## src/rtl/imem_loader_pkg.sv

```systemverilog
// imem_loader_pkg
//   Shared definitions for the instruction-memory loader.
//   The loader FSM state enum lives here.
//   The default instruction-memory geometry also lives here, so the memory
//   and the loader agree on it.
package imem_loader_pkg;

    localparam int IMEM_ADDR_W = 8;   // word-address width, depth 2^IMEM_ADDR_W
    localparam int IMEM_DATA_W = 32;  // instruction word width

    typedef enum logic [2:0] {
        ST_IDLE,
        ST_LOAD,
        ST_CHECK,
        ST_DONE,
        ST_FAIL
    } state_t;

endpackage

```

## src/rtl/imem_loader.sv

```systemverilog
// imem_loader
//   Streams instruction words into the instruction memory while holding the
//   CPU in reset. Words are written to consecutive addresses starting at 0,
//   and a mod-2^DATA_WIDTH checksum is accumulated as they arrive. The CPU is
//   released only when the final checksum equals the value latched at start.
//
// Ports
//   i_clk           system clock, rising edge
//   i_rst_n         synchronous active-low reset
//   i_start         single-cycle load request
//   i_word_count    words to load (ADDR_WIDTH+1 bits), sampled on accepted start
//   i_exp_checksum  expected word sum, sampled on accepted start
//   i_s_valid       input stream valid
//   i_s_data        input stream word
//   o_s_ready       loader accepts a word this cycle
//   o_imem_we       instruction-memory write strobe
//   o_imem_addr     write word address
//   o_imem_wdata    write data
//   o_cpu_hold      1 = CPU held in reset
//   o_busy          load or check in progress
//   o_done          load verified, CPU released
//   o_error         bad word count or checksum mismatch
//   o_checksum      running sum of accepted words
module imem_loader
    import imem_loader_pkg::*;
#(
    parameter int ADDR_WIDTH = IMEM_ADDR_W,
    parameter int DATA_WIDTH = IMEM_DATA_W
) (
    input  logic                  i_clk,
    input  logic                  i_rst_n,
    input  logic                  i_start,
    input  logic [ADDR_WIDTH:0]   i_word_count,
    input  logic [DATA_WIDTH-1:0] i_exp_checksum,
    input  logic                  i_s_valid,
    input  logic [DATA_WIDTH-1:0] i_s_data,
    output logic                  o_s_ready,
    output logic                  o_imem_we,
    output logic [ADDR_WIDTH-1:0] o_imem_addr,
    output logic [DATA_WIDTH-1:0] o_imem_wdata,
    output logic                  o_cpu_hold,
    output logic                  o_busy,
    output logic                  o_done,
    output logic                  o_error,
    output logic [DATA_WIDTH-1:0] o_checksum
);

    localparam logic [ADDR_WIDTH:0] DEPTH = {1'b1, {ADDR_WIDTH{1'b0}}};
    localparam logic [ADDR_WIDTH:0] ONE   = {{ADDR_WIDTH{1'b0}}, 1'b1};

    state_t                r_state;
    state_t                w_state_nxt;
    logic [ADDR_WIDTH:0]   r_count;
    logic [ADDR_WIDTH:0]   r_index;
    logic [DATA_WIDTH-1:0] r_exp;
    logic [DATA_WIDTH-1:0] r_checksum;
    logic                  r_we;
    logic [ADDR_WIDTH-1:0] r_addr;
    logic [DATA_WIDTH-1:0] r_wdata;

    logic w_can_start;
    logic w_start_ok;
    logic w_start_bad;
    logic w_accept;
    logic w_hs;
    logic w_last;

    // Starts are honoured only from the resting states; LOAD/CHECK ignore them.
    assign w_can_start = (r_state == ST_IDLE) || (r_state == ST_DONE) || (r_state == ST_FAIL);
    assign w_start_ok  = i_start && (i_word_count != '0) && (i_word_count <= DEPTH);
    assign w_start_bad = i_start && (i_word_count > DEPTH);
    assign w_accept    = w_can_start && w_start_ok;
    assign w_hs        = (r_state == ST_LOAD) && i_s_valid;
    // Index is one bit wider than the address so a full-depth count is reachable.
    assign w_last      = (r_index + ONE) == r_count;

    always_comb begin
        w_state_nxt = r_state;
        case (r_state)
            ST_IDLE, ST_DONE, ST_FAIL: begin
                if (w_start_bad)     w_state_nxt = ST_FAIL;
                else if (w_start_ok) w_state_nxt = ST_LOAD;
            end
            ST_LOAD:  if (w_hs && w_last) w_state_nxt = ST_CHECK;
            // The last word's sum is already in r_checksum here.
            ST_CHECK: w_state_nxt = (r_checksum == r_exp) ? ST_DONE : ST_FAIL;
            default:  w_state_nxt = ST_IDLE;
        endcase
    end

    always_ff @(posedge i_clk) begin
        if (!i_rst_n) begin
            r_state    <= ST_IDLE;
            r_count    <= '0;
            r_index    <= '0;
            r_exp      <= '0;
            r_checksum <= '0;
            r_we       <= 1'b0;   // drops any in-flight write
            r_addr     <= '0;
            r_wdata    <= '0;
        end else begin
            r_state <= w_state_nxt;
            r_we    <= w_hs;
            if (w_accept) begin
                r_count    <= i_word_count;
                r_exp      <= i_exp_checksum;
                r_index    <= '0;
                r_checksum <= '0;
            end
            if (w_hs) begin
                r_addr     <= r_index[ADDR_WIDTH-1:0];
                r_wdata    <= i_s_data;
                r_checksum <= r_checksum + i_s_data;
                r_index    <= r_index + ONE;
            end
        end
    end

    // Status outputs are pure decodes of the state register, so they carry no
    // combinational path from inputs.
    assign o_s_ready    = (r_state == ST_LOAD);
    assign o_busy       = (r_state == ST_LOAD) || (r_state == ST_CHECK);
    assign o_done       = (r_state == ST_DONE);
    assign o_error      = (r_state == ST_FAIL);
    assign o_cpu_hold   = (r_state != ST_DONE);
    assign o_imem_we    = r_we;
    assign o_imem_addr  = r_addr;
    assign o_imem_wdata = r_wdata;
    assign o_checksum   = r_checksum;

endmodule

```

## config.mk

```make
export PLATFORM = sky130hd
export DESIGN_NAME = imem_loader
export DESIGN_NICKNAME = d
export VERILOG_FILES = /design/src/rtl/imem_loader_pkg.sv /design/src/rtl/imem_loader.sv
export SDC_FILE = /design/constraint.sdc
export NUM_CORES = 1
export LEC_CHECK = 0
export BUFFER_PORTS_ARGS = -buffer_cell sky130_fd_sc_hd__buf_2
export CORE_UTILIZATION = 36
export CTS_BUF_LIST = sky130_fd_sc_hd__clkbuf_4
export DETAILED_ROUTE_END_ITERATION = 12
export PLACE_DENSITY = 0.56
export SETUP_SLACK_MARGIN = 0.5
export SYNTH_ARGS = -nofsm -noshare
export SYNTH_HDL_FRONTEND = slang
export SYNTH_SLANG_ARGS = --single-unit
export TNS_END_PERCENT = 20
```

## constraint.sdc

```tcl
create_clock -name i_clk -period 3 [get_ports i_clk]
set_clock_uncertainty 0.15 [all_clocks]
set_input_delay 0.3 -clock i_clk [delete_from_list [all_inputs] [get_ports i_clk]]
set_output_delay 0.3 -clock i_clk [all_outputs]
set_load 0.02 [all_outputs]
```

==> run metrics <==
status=complete, no violations; CTS tree=yes; vias in the first global route=6286; Critical-path top delay cell=dfxtp_4; Root Driver=clkbuf_4; cell area after layout=about 0.0093 mm^2; Setup crit end kind=register; Final #Nets=1193; Core Area=0.0188 mm^2; Tmin final=roughly 2.6 ns; cell family with most CP delay=compound AO/OA/AOI/OAI gates; Antenna Violating Nets Remaining=0; pin count of the biggest net entering global routing=around 110; # rows=50; routability cong.=0.853; IR drop worst, VDD=roughly 0.20 mV; setup violators final=0; first-pass GRT wire length=32800 um; worst hold slack=0.0557 ns; Data required, critical path=approximately 3.3 ns; worst reg2reg path depth=12; Max-Slew Margin vs Limit=between 30% and 40%; initial antenna violation count=1; Final Non-Filler Cells=1357; YS warnings=0; Hold Fails Final Rpt=0; Critical Path Start=o_checksum[0]$_SDFFE_PN0P_; fmax=approximately 0.38 GHz; DP HPWL=14100 um; dominant synthesized flop cell=dfxtp_1; Hold Startpoint=i_s_data[0]; Worst-Margin Slew=0.962 ns; CP Max Fanout=3; Final Cycle Share=87.7%; clk slew on worst S/H paths=approximately 0.12 ns; setup TNS=0 ns; cell taking the most area after synthesis=dfxtp_1; DRT iter0 DRCs=304; Synth area leaders=dfxtp_1 36%, nand2_1 12%, a21boi_0 10%, xnor2_1 7.1%, ha_1 5.8%; chip height=141 um; Chip Width=between 100 and 150 um; Avg Cell Area, Syn=just over 8 um^2; flop-to-flop setup slack=about 0.37 ns; FF-to-FF End=o_checksum[28]$_SDFFE_PN0P_; post-synth top area share=36.3%; register bit total from synthesis=~130; initial core utilization=a little under two fifths; Worst Path Buf+Inv=1; CTS H-Tree Depth=4; hold endpoint=o_checksum[0]$_SDFFE_PN0P_; Startpoint Class=register; Hold/Removal Path Class=in -> reg; post-synthesis cell area=0.00695 mm^2; most instantiated library cell after synthesis=nand2_1; WP data arrival=around 2.9 ns; clk_lat worst skew=0.55 ns; area growth from synthesis to layout=33.6%; max_cap viols=0; WHS Path Cells=4; slowest stage delay, CP=~0.37 ns; post-synthesis sequential area ratio=36.3%; CTS sink count=126; Cells after Synth=855; I/O pin cnt=155; grt total ovfl=0; Avg Vias per Cell=4.93; fraction of layout cells with a size suffix above 1=between 20% and 30%; RSZ-0062 raised after global routing=yes; Global Route Usage Sum=21.3%; Die ar.=0.0199 mm^2; Setup Crit Path Kind=reg -> reg; IO buf count=154; final-report max-slew violation count=0; Placed Instances=between 1000 and 1500; Max Root-Sink Buffers=2; total power=roughly 4.0 mW; Pleak=between 3 and 4 nW; Routed Wire Length=21000 um; DRT Pass-1 Iters=4; DR WL/cell=around 15 um; R2R Path Start=o_checksum[0]$_SDFFE_PN0P_; Netlist cell types=65; DRC=0; via count=6685; Post-synth EDFFs=0; crit path cell chain=ha_4 > inv_2 > fa_2 > nor2b_2 > o2111ai_2 > a21boi_2 > a21oi_4 > o31ai_4 > a31oi_4 > o21ai_2 > xnor2_1 > o21ai_1; synth cell count leaders=221 x nand2_1, 126 x dfxtp_1, 95 x a21boi_0, 56 x xnor2_1, 34 x o21ai_0; Synthesized Nets=965; placed cell areas=0.00803 mm^2; pwr/cell area=433 mW/mm^2; TritonCTS buffer count=17; ys async rst share=0%
==> area by class of cell <==
class,count,area (um^2)
sequential,126,2540
antenna,1,2.50
fill,1849,9550
inverter,10,37.5
timing repair buffer,255,1740
tap,260,325
clock buffer,17,128
multi-input combinational,673,4410
clock inverter,15,105
==> per-layer routing <==
metal	global-route usage, %	wire, um	share of wire (%)
met3	4.11	925	4.4
met1	28.4	10100	48
met5	0	0	0
met2	34.3	9680	46
met4	7.72	332	1.6
==> cell families (layout without fill, tap and decap cells) <==
| logic type | count (synthesis) | after routing | share of synthesized area, % |
|---|---|---|---|
| buf+inv | 56 | 297 | 3.22 |
| mux | 2 | 2 | 0.288 |
| xor+xnor | 74 | 74 | 9.33 |
| flops | 126 | 126 | 36.3 |
| fa+ha+maj | 33 | 33 | 6.05 |
| other cells | 0 | 1 | 0 |
| simple gates | 337 | 337 | 21.5 |
| compound gates | 227 | 227 | 23.3 |
==> stage by stage <==
step / util (%) / worst slack, ns
CTS: 48.4 / 0.324
global placement: 42.6 / 0.224
detailed placement: 42.6 / 0.209
floorplan: - / 0.512
global route: 49.3 / 0.232
finish: 49.3 / 0.369
==> state kept, by name (all words and copies together), names as in the netlist <==
signal,count
o_imem_addr,8
r_index,9
o_imem_we,1
o_imem_wdata,32
o_checksum,32
r_exp,32
r_state,3
r_count,9
==> worst max path at each step <==
stage | end | slack [ns] | depth (start not counted)
floorplan | o_checksum[31]$_SDFFE_PN0P_ | 0.51 | 10
global placement | o_checksum[29]$_SDFFE_PN0P_ | 0.22 | 11
detailed placement | o_checksum[20]$_SDFFE_PN0P_ | 0.21 | 11
CTS | o_checksum[28]$_SDFFE_PN0P_ | 0.32 | 12
global route | o_checksum[24]$_SDFFE_PN0P_ | 0.23 | 10
finish | o_checksum[28]$_SDFFE_PN0P_ | 0.37 | 12
==> worst min-delay path: cells and delay by family <==
family,cells,cell delay [ns]
compound gates,1,0.13
fa+ha+maj,1,0.12
buf+inv,1,0.12
simple gates,1,0.04
==> power breakdown <==
group	switching, mW	internal, mW
combinational	0.625	0.472
sequential	0.0845	1.77
clock	0.686	0.388
==> placed cells by master, fill, tap and decap left out, types with 25 or more instances in the layout <==
cell type / synthesis / final
a21boi_0: 95 / 95
buf_2: 8 / 154
buf_4: 1 / 25
dfxtp_1: 126 / 117
dlygate4sd3_1: 0 / 74
ha_1: 32 / 27
nand2_1: 221 / 221
nand3_1: 27 / 26
o21ai_0: 34 / 31
xnor2_1: 56 / 56
==> timing repair <==
item	CTS	global route
setup buffers	7	8
endpoints found under the hold margin	74	0
setup endpoints to repair	15	50
cloned	0	0
pin swaps	5	12
hold buffers	74	0
gates resized for setup	8	29
(Power assumes the default switching activity.)
